<file path="config.mk">
export PLATFORM = sky130hd
export DESIGN_NAME = alu_reg_sequencer_flat
export DESIGN_NICKNAME = d
export VERILOG_FILES = /design/src/rtl/alu_reg_sequencer_if.sv /design/src/rtl/alu_reg_sequencer.sv /design/src/flat_wrapper.sv
export SDC_FILE = /design/constraint.sdc
export NUM_CORES = 1
export LEC_CHECK = 0
export CORE_ASPECT_RATIO = 0.7
export CORE_MARGIN = 2
export CORE_UTILIZATION = 55
export CTS_BUF_LIST = sky130_fd_sc_hd__clkbuf_8 sky130_fd_sc_hd__clkbuf_16
export DETAILED_ROUTE_END_ITERATION = 8
export DONT_BUFFER_PORTS = 1
export GPL_TIMING_DRIVEN = 1
export PLACE_DENSITY = 0.73
export SYNTH_ARGS = -nofsm -noshare
export SYNTH_HDL_FRONTEND = slang
export SYNTH_SLANG_ARGS = --single-unit
</file>
<file path="constraint.sdc">
create_clock -name clk -period 2.97 [get_ports clk]
set_clock_uncertainty 0.1 [all_clocks]
set_input_delay 0.297 -clock clk [delete_from_list [all_inputs] [get_ports clk]]
set_output_delay 0.297 -clock clk [all_outputs]
set_load 0.02 [all_outputs]
</file>
<file path="src/rtl/alu_reg_sequencer_if.sv">
// rtl/alu_reg_sequencer_if.sv - command channel between a host and the ALU register sequencer
interface alu_reg_sequencer_if #(
  parameter int REG_AW = 3
);
  logic              cmd_valid;
  logic              cmd_ready;
  logic [3:0]        cmd_op;
  logic [REG_AW-1:0] cmd_rd;
  logic [REG_AW-1:0] cmd_rs1;
  logic [REG_AW-1:0] cmd_rs2;

  modport master (
    output cmd_valid, cmd_op, cmd_rd, cmd_rs1, cmd_rs2,
    input  cmd_ready
  );

  modport slave (
    input  cmd_valid, cmd_op, cmd_rd, cmd_rs1, cmd_rs2,
    output cmd_ready
  );
endinterface

</file>
<file path="src/rtl/alu_reg_sequencer.sv">
// rtl/alu_reg_sequencer.sv - operand register file and command sequencer feeding a combinational ALU
module alu_reg_sequencer #(
  parameter int SETTLE_CYCLES = 1,
  parameter int REG_AW        = 3
) (
  input  logic                clk,
  input  logic                reset,
  alu_reg_sequencer_if.slave  cmd,
  input  logic                wr_en,
  input  logic [REG_AW-1:0]   wr_addr,
  input  logic [31:0]         wr_data,
  output logic [31:0]         alu_a,
  output logic [31:0]         alu_b,
  output logic [3:0]          alu_op,
  input  logic [31:0]         alu_result,
  input  logic                alu_zero,
  output logic                done,
  output logic                zero_flag,
  output logic [31:0]         last_result,
  input  logic [REG_AW-1:0]   dbg_addr,
  output logic [31:0]         dbg_data
);
  localparam int DEPTH = 1 << REG_AW;

  if (SETTLE_CYCLES < 1 || SETTLE_CYCLES > 15) begin : g_bad_settle
    $error("SETTLE_CYCLES must be in 1..15");
  end

  typedef enum logic {IDLE, EXEC} state_t;

  state_t            state_q, state_d;
  logic              accept, writeback;
  logic [3:0]        cnt_q;
  logic [REG_AW-1:0] rd_q;
  logic [31:0]       regs_q [DEPTH];

  always_ff @(posedge clk) begin
    if (reset) state_q <= IDLE;
    else       state_q <= state_d;
  end

  always_comb begin
    state_d   = state_q;
    accept    = 1'b0;
    writeback = 1'b0;
    case (state_q)
      IDLE: if (cmd.cmd_valid) begin
        accept  = 1'b1;
        state_d = EXEC;
      end
      EXEC: if (cnt_q == 4'd0) begin
        writeback = 1'b1;
        state_d   = IDLE;
      end
      default: state_d = IDLE;
    endcase
  end

  assign cmd.cmd_ready = (state_q == IDLE);

  // Writeback is issued after the host write so it wins on an address collision.
  always_ff @(posedge clk) begin
    if (reset) begin
      for (int i = 0; i < DEPTH; i++) regs_q[i] <= '0;
    end else begin
      if (wr_en)     regs_q[wr_addr] <= wr_data;
      if (writeback) regs_q[rd_q]    <= alu_result;
    end
  end

  always_ff @(posedge clk) begin
    if (reset) begin
      alu_a       <= '0;
      alu_b       <= '0;
      alu_op      <= '0;
      rd_q        <= '0;
      cnt_q       <= '0;
      done        <= 1'b0;
      zero_flag   <= 1'b0;
      last_result <= '0;
    end else begin
      done <= writeback;
      if (accept) begin
        alu_a  <= regs_q[cmd.cmd_rs1];
        alu_b  <= regs_q[cmd.cmd_rs2];
        alu_op <= cmd.cmd_op;
        rd_q   <= cmd.cmd_rd;
        cnt_q  <= 4'(SETTLE_CYCLES - 1);
      end else if (state_q == EXEC && cnt_q != 4'd0) begin
        cnt_q <= cnt_q - 4'd1;
      end
      if (writeback) begin
        last_result <= alu_result;
        zero_flag   <= alu_zero;
      end
    end
  end

  assign dbg_data = regs_q[dbg_addr];
endmodule
</file>
<file path="src/flat_wrapper.sv">
// flat-port wrapper written by rule: the top's interface ports become plain ports
module alu_reg_sequencer_flat 
#(
  parameter int SETTLE_CYCLES = 1,
  parameter int REG_AW        = 3
)
  (clk, reset, wr_en, wr_addr, wr_data, alu_a, alu_b, alu_op, alu_result, alu_zero, done, zero_flag, last_result, dbg_addr, dbg_data, cmd_cmd_valid, cmd_cmd_op, cmd_cmd_rd, cmd_cmd_rs1, cmd_cmd_rs2, cmd_cmd_ready);
  alu_reg_sequencer_if #(.REG_AW(REG_AW)) cmd_i ();
  input  logic clk;
  input  logic reset;
  input  logic wr_en;
  input  logic [REG_AW-1:0] wr_addr;
  input  logic [31:0] wr_data;
  output logic [31:0] alu_a;
  output logic [31:0] alu_b;
  output logic [3:0] alu_op;
  input  logic [31:0] alu_result;
  input  logic alu_zero;
  output logic done;
  output logic zero_flag;
  output logic [31:0] last_result;
  input  logic [REG_AW-1:0] dbg_addr;
  output logic [31:0] dbg_data;
  input wire logic [$bits(cmd_i.cmd_valid)-1:0] cmd_cmd_valid;
  input wire logic [$bits(cmd_i.cmd_op)-1:0] cmd_cmd_op;
  input wire logic [$bits(cmd_i.cmd_rd)-1:0] cmd_cmd_rd;
  input wire logic [$bits(cmd_i.cmd_rs1)-1:0] cmd_cmd_rs1;
  input wire logic [$bits(cmd_i.cmd_rs2)-1:0] cmd_cmd_rs2;
  output wire logic [$bits(cmd_i.cmd_ready)-1:0] cmd_cmd_ready;
  assign cmd_i.cmd_valid = cmd_cmd_valid;
  assign cmd_i.cmd_op = cmd_cmd_op;
  assign cmd_i.cmd_rd = cmd_cmd_rd;
  assign cmd_i.cmd_rs1 = cmd_cmd_rs1;
  assign cmd_i.cmd_rs2 = cmd_cmd_rs2;
  assign cmd_cmd_ready = cmd_i.cmd_ready;
  alu_reg_sequencer #(.SETTLE_CYCLES(SETTLE_CYCLES), .REG_AW(REG_AW)) u_core (.clk(clk), .reset(reset), .cmd(cmd_i), .wr_en(wr_en), .wr_addr(wr_addr), .wr_data(wr_data), .alu_a(alu_a), .alu_b(alu_b), .alu_op(alu_op), .alu_result(alu_result), .alu_zero(alu_zero), .done(done), .zero_flag(zero_flag), .last_result(last_result), .dbg_addr(dbg_addr), .dbg_data(dbg_data));
endmodule
</file>
==> impl_metrics.yaml <==
clock_tree:
  cts.sinks: 366
  htreeDepth: 2
  cts_buffers: 38
  clock_latency_ns: 0.55
  cts_tree: "done"
  clockRootBuffer: "clkbuf_16"
  clkSlewWorstSetupHoldPaths_ns: 0.06
  clock_path_buffers: 3
  cts_resized: 0
timing:
  fmax_mhz: 370
  min_period_ns: 2.70
  worstMarginPinSlew_ns: 1.09
  setup_viol: 0
  hold-worst-slack_ns: 0.00505
  hold_viol_final: 0
  period_share_pct: 90.9
  tns_ns: 0
  slew_violations: 0
  relSlewSlack_pct: 27.3
  rsz0062_at_grt: "false"
synthesis:
  ys.warnings.count: 0
  netlist_instances: 1787
  synth_top_area_share_pct: 34.2
  synth-main-ff-cell: "edfxtp_1"
  synth_area_per_cell_um2: 12.6
  syn_area_mm2: 0.0225
  async_flop_share_pct: 0
  ys_top_cells_by_area: "edfxtp_1 34%, mux2_2 18%, mux4_2 13%"
  synth_edf_count: 256
  synth.ff_latch_count: 366
  ys_types: 41
  ys_seq_area_share_pct: 44.0
  syn-num-nets: 1877
  yosys.area.top_type: "edfxtp_1"
setup_path:
  cp_max_fo: 22
  crit_path_max_incr_delay_ns: 0.58
  crit_required_ns: 3.05
  regToRegEndpoint: "u_core.regs_q[0][20]$_DFFE_PP_"
  cp_slowest_cell: "nor4bb_4"
  cp.arrival_ns: 2.78
  setup.worst_path.class: "reg -> reg"
  crit_path_start_kind: "flip-flop"
  worstPathCellList: "inv_1 -> ha_1 -> nor4bb_4 -> nand4_1 -> nand2_2 -> buf_4"
  reg2regPathDepth: 6
  cp-end-kind: "flip-flop"
  r2r_slack_ns: 0.27
  timing.rr.start: "u_core.cnt_q[0]$_SDFFE_PP0P_"
job:
  max_cap_viol_count: 0
route:
  routed-via-count: 16800
  avgRoutedWirePerCell_um: 31.7
  via_per_inst: 7.22
  wl_um: 73800
  first_pass_iters: 5
  drc: 0
  dr.first_iter.drc_count: 2210
  postRouteAntennaNets: 0
floorplanning:
  die_area_mm2: 0.0425
  io_pins: 223
  die_w_um: 246
  fp.dieH_um: 173
  start_util_pct: 56.2
  coreArea_mm2: 0.0400
  rows: 61
power:
  vdd_drop_max_v: 0.000437
  leakagePower_nw: 10.3
  power_density_mw_per_mm2: 505
place:
  io_buffers: 0
  gp_congestion: 0.840
  dp_hpwl_um: 43000
final_layout:
  final_cell_mix: "356 x mux2_2, 256 x and3_1, 256 x edfxtp_1"
  fin_nets: 1850
  drive_gt1_share_pct: 38.0
  syn2layout_area_growth_pct: 10.4
  num-fill-cells: 3063
  final_common_cell: "mux2_2"
  final_util_pct: 62.0
grt:
  grt_pass1_wl_um: 109000
  antenna_found_initial: 0
  grtUsageTotal_pct: 34.1
  grt_pass1_vias: 16700
  grt_max_degree: 97
  grt_overflow_total: 0
min_path:
  min_path_cells: 2
  hold_class: "in -> reg"
  hold-path-endpoint: "u_core.regs_q[2][7]$_DFFE_PP_"
  min_from: "wr_data[7]"
run_status:
  status: "complete, no violations"
==> cell type report <==
cell class / count / area, um^2 / share of cell area, %
Antenna cell: 1 / 2.50 / 0.0101
Clock buffer: 48 / 1100 / 4.43
Clock inverter: 21 / 111 / 0.449
Inverter: 5 / 18.8 / 0.0757
Multi-Input combinational cell: 1226 / 11800 / 47.6
Sequential cell: 366 / 9890 / 39.9
Tap cell: 535 / 669 / 2.70
Timing Repair Buffer: 123 / 1200 / 4.84
==> worst max-delay path: cells and delay by family, from the launching register on <==
family,cells,cell delay (ns)
adders and majority gates,1,0.25
buffers and inverters,2,0.53
DFF,1,0.31
and+or+nand+nor,3,1.12
==> stage by stage <==
stage | power [mW] | instances | cell area [um^2] | setup slack, ns
3_3_place_gp | 7.57 | 2186 | 22900 | 0.368
3_5_place_dp | 7.62 | 2186 | 22900 | 0.345
2_1_floorplan | 7.29 | 1787 | 22500 | 0.124
4_1_cts | 12.5 | 2324 | 24800 | 0.338
5_1_grt | 12.8 | 2324 | 24800 | 0.174
6_report | 12.5 | 2325 | 24800 | 0.269
==> kinds of logic (layout without fill, tap and decap cells) <==
kind of cell	after synthesis	count (layout)	synth area share, %
AOI/OAI and AO/OA	183	183	5.30
xor gates and xnor gates	1	1	0.0390
adders and majority gates	2	2	0.111
buffers and inverters	195	197	3.80
DFF	366	366	44.0
muxes	544	544	34.6
other	0	1	0
and+or+nand+nor	496	496	12.1
==> routing by layer <==
layer / routed length (um) / up-vias / GRT usage, % / share of wire, %
met2: 34000 / 1155 / 53.3 / 46
met4: 3000 / 0 / 12.9 / 4.1
met1: 28400 / 8497 / 46.2 / 38
met5: 0 / - / 0 / 0
met3: 8490 / 185 / 8.09 / 12
li1: - / 6943 / - / -
==> worst max path at each step <==
stage	startpoint	end	slack [ns]	cells past startpoint
after floorplan	u_core.cnt_q[0]$_SDFFE_PP0P_	u_core.regs_q[7][0]$_DFFE_PP_	0.12	7
after global routing	u_core.cnt_q[0]$_SDFFE_PP0P_	u_core.last_result[22]$_SDFFE_PP0P_	0.17	7
after detailed placement	u_core.cnt_q[0]$_SDFFE_PP0P_	u_core.regs_q[1][31]$_DFFE_PP_	0.34	6
after global placement	u_core.cnt_q[0]$_SDFFE_PP0P_	u_core.regs_q[1][0]$_DFFE_PP_	0.37	6
after CTS	u_core.cnt_q[0]$_SDFFE_PP0P_	u_core.regs_q[1][6]$_DFFE_PP_	0.34	6
final	u_core.cnt_q[0]$_SDFFE_PP0P_	u_core.regs_q[0][20]$_DFFE_PP_	0.27	6
==> timing repair <==
action                    in CTS  in global routing
hold endpoints to repair     362                  0
setup buffers                  0                  0
hold buffers                  69                  0
==> sequential cells by signal, summed over array words and instances, names as in the netlist <==
register	cells
u_core.cnt_q	4
u_core.regs_q	256
u_core.alu_b	32
u_core.done	1
u_core.zero_flag	1
u_core.alu_a	32
u_core.state_q	1
u_core.last_result	32
u_core.alu_op	4
u_core.rd_q	3
==> power by group <==
part | internal (mW) | leakage, nW | switching, mW
Clock | 2.69 | 0.645 | 2.09
Combinational | 0.745 | 6.13 | 0.897
Sequential | 5.75 | 3.56 | 0.352
Total | 9.19 | 10.3 | 3.34
==> cell usage after synthesis, types with 2 or more instances <==
master / number
o21ai_0: 2
nand4_1: 2
mux2i_1: 2
or4_4: 2
nand2_1: 79
dfxtp_1: 110
inv_1: 5
or4_1: 4
and3_1: 256
a21oi_1: 45
or3b_2: 2
nor2_1: 68
buf_6: 9
ha_1: 2
mux4_2: 128
nand2b_1: 6
o22ai_1: 63
a22o_1: 7
mux2_4: 58
edfxtp_1: 256
buf_2: 40
nor3b_1: 2
nor2b_1: 2
clkbuf_1: 133
nand3_1: 65
buf_1: 7
o31ai_1: 63
mux2_2: 356
Power figures use the tool's default switching activity.
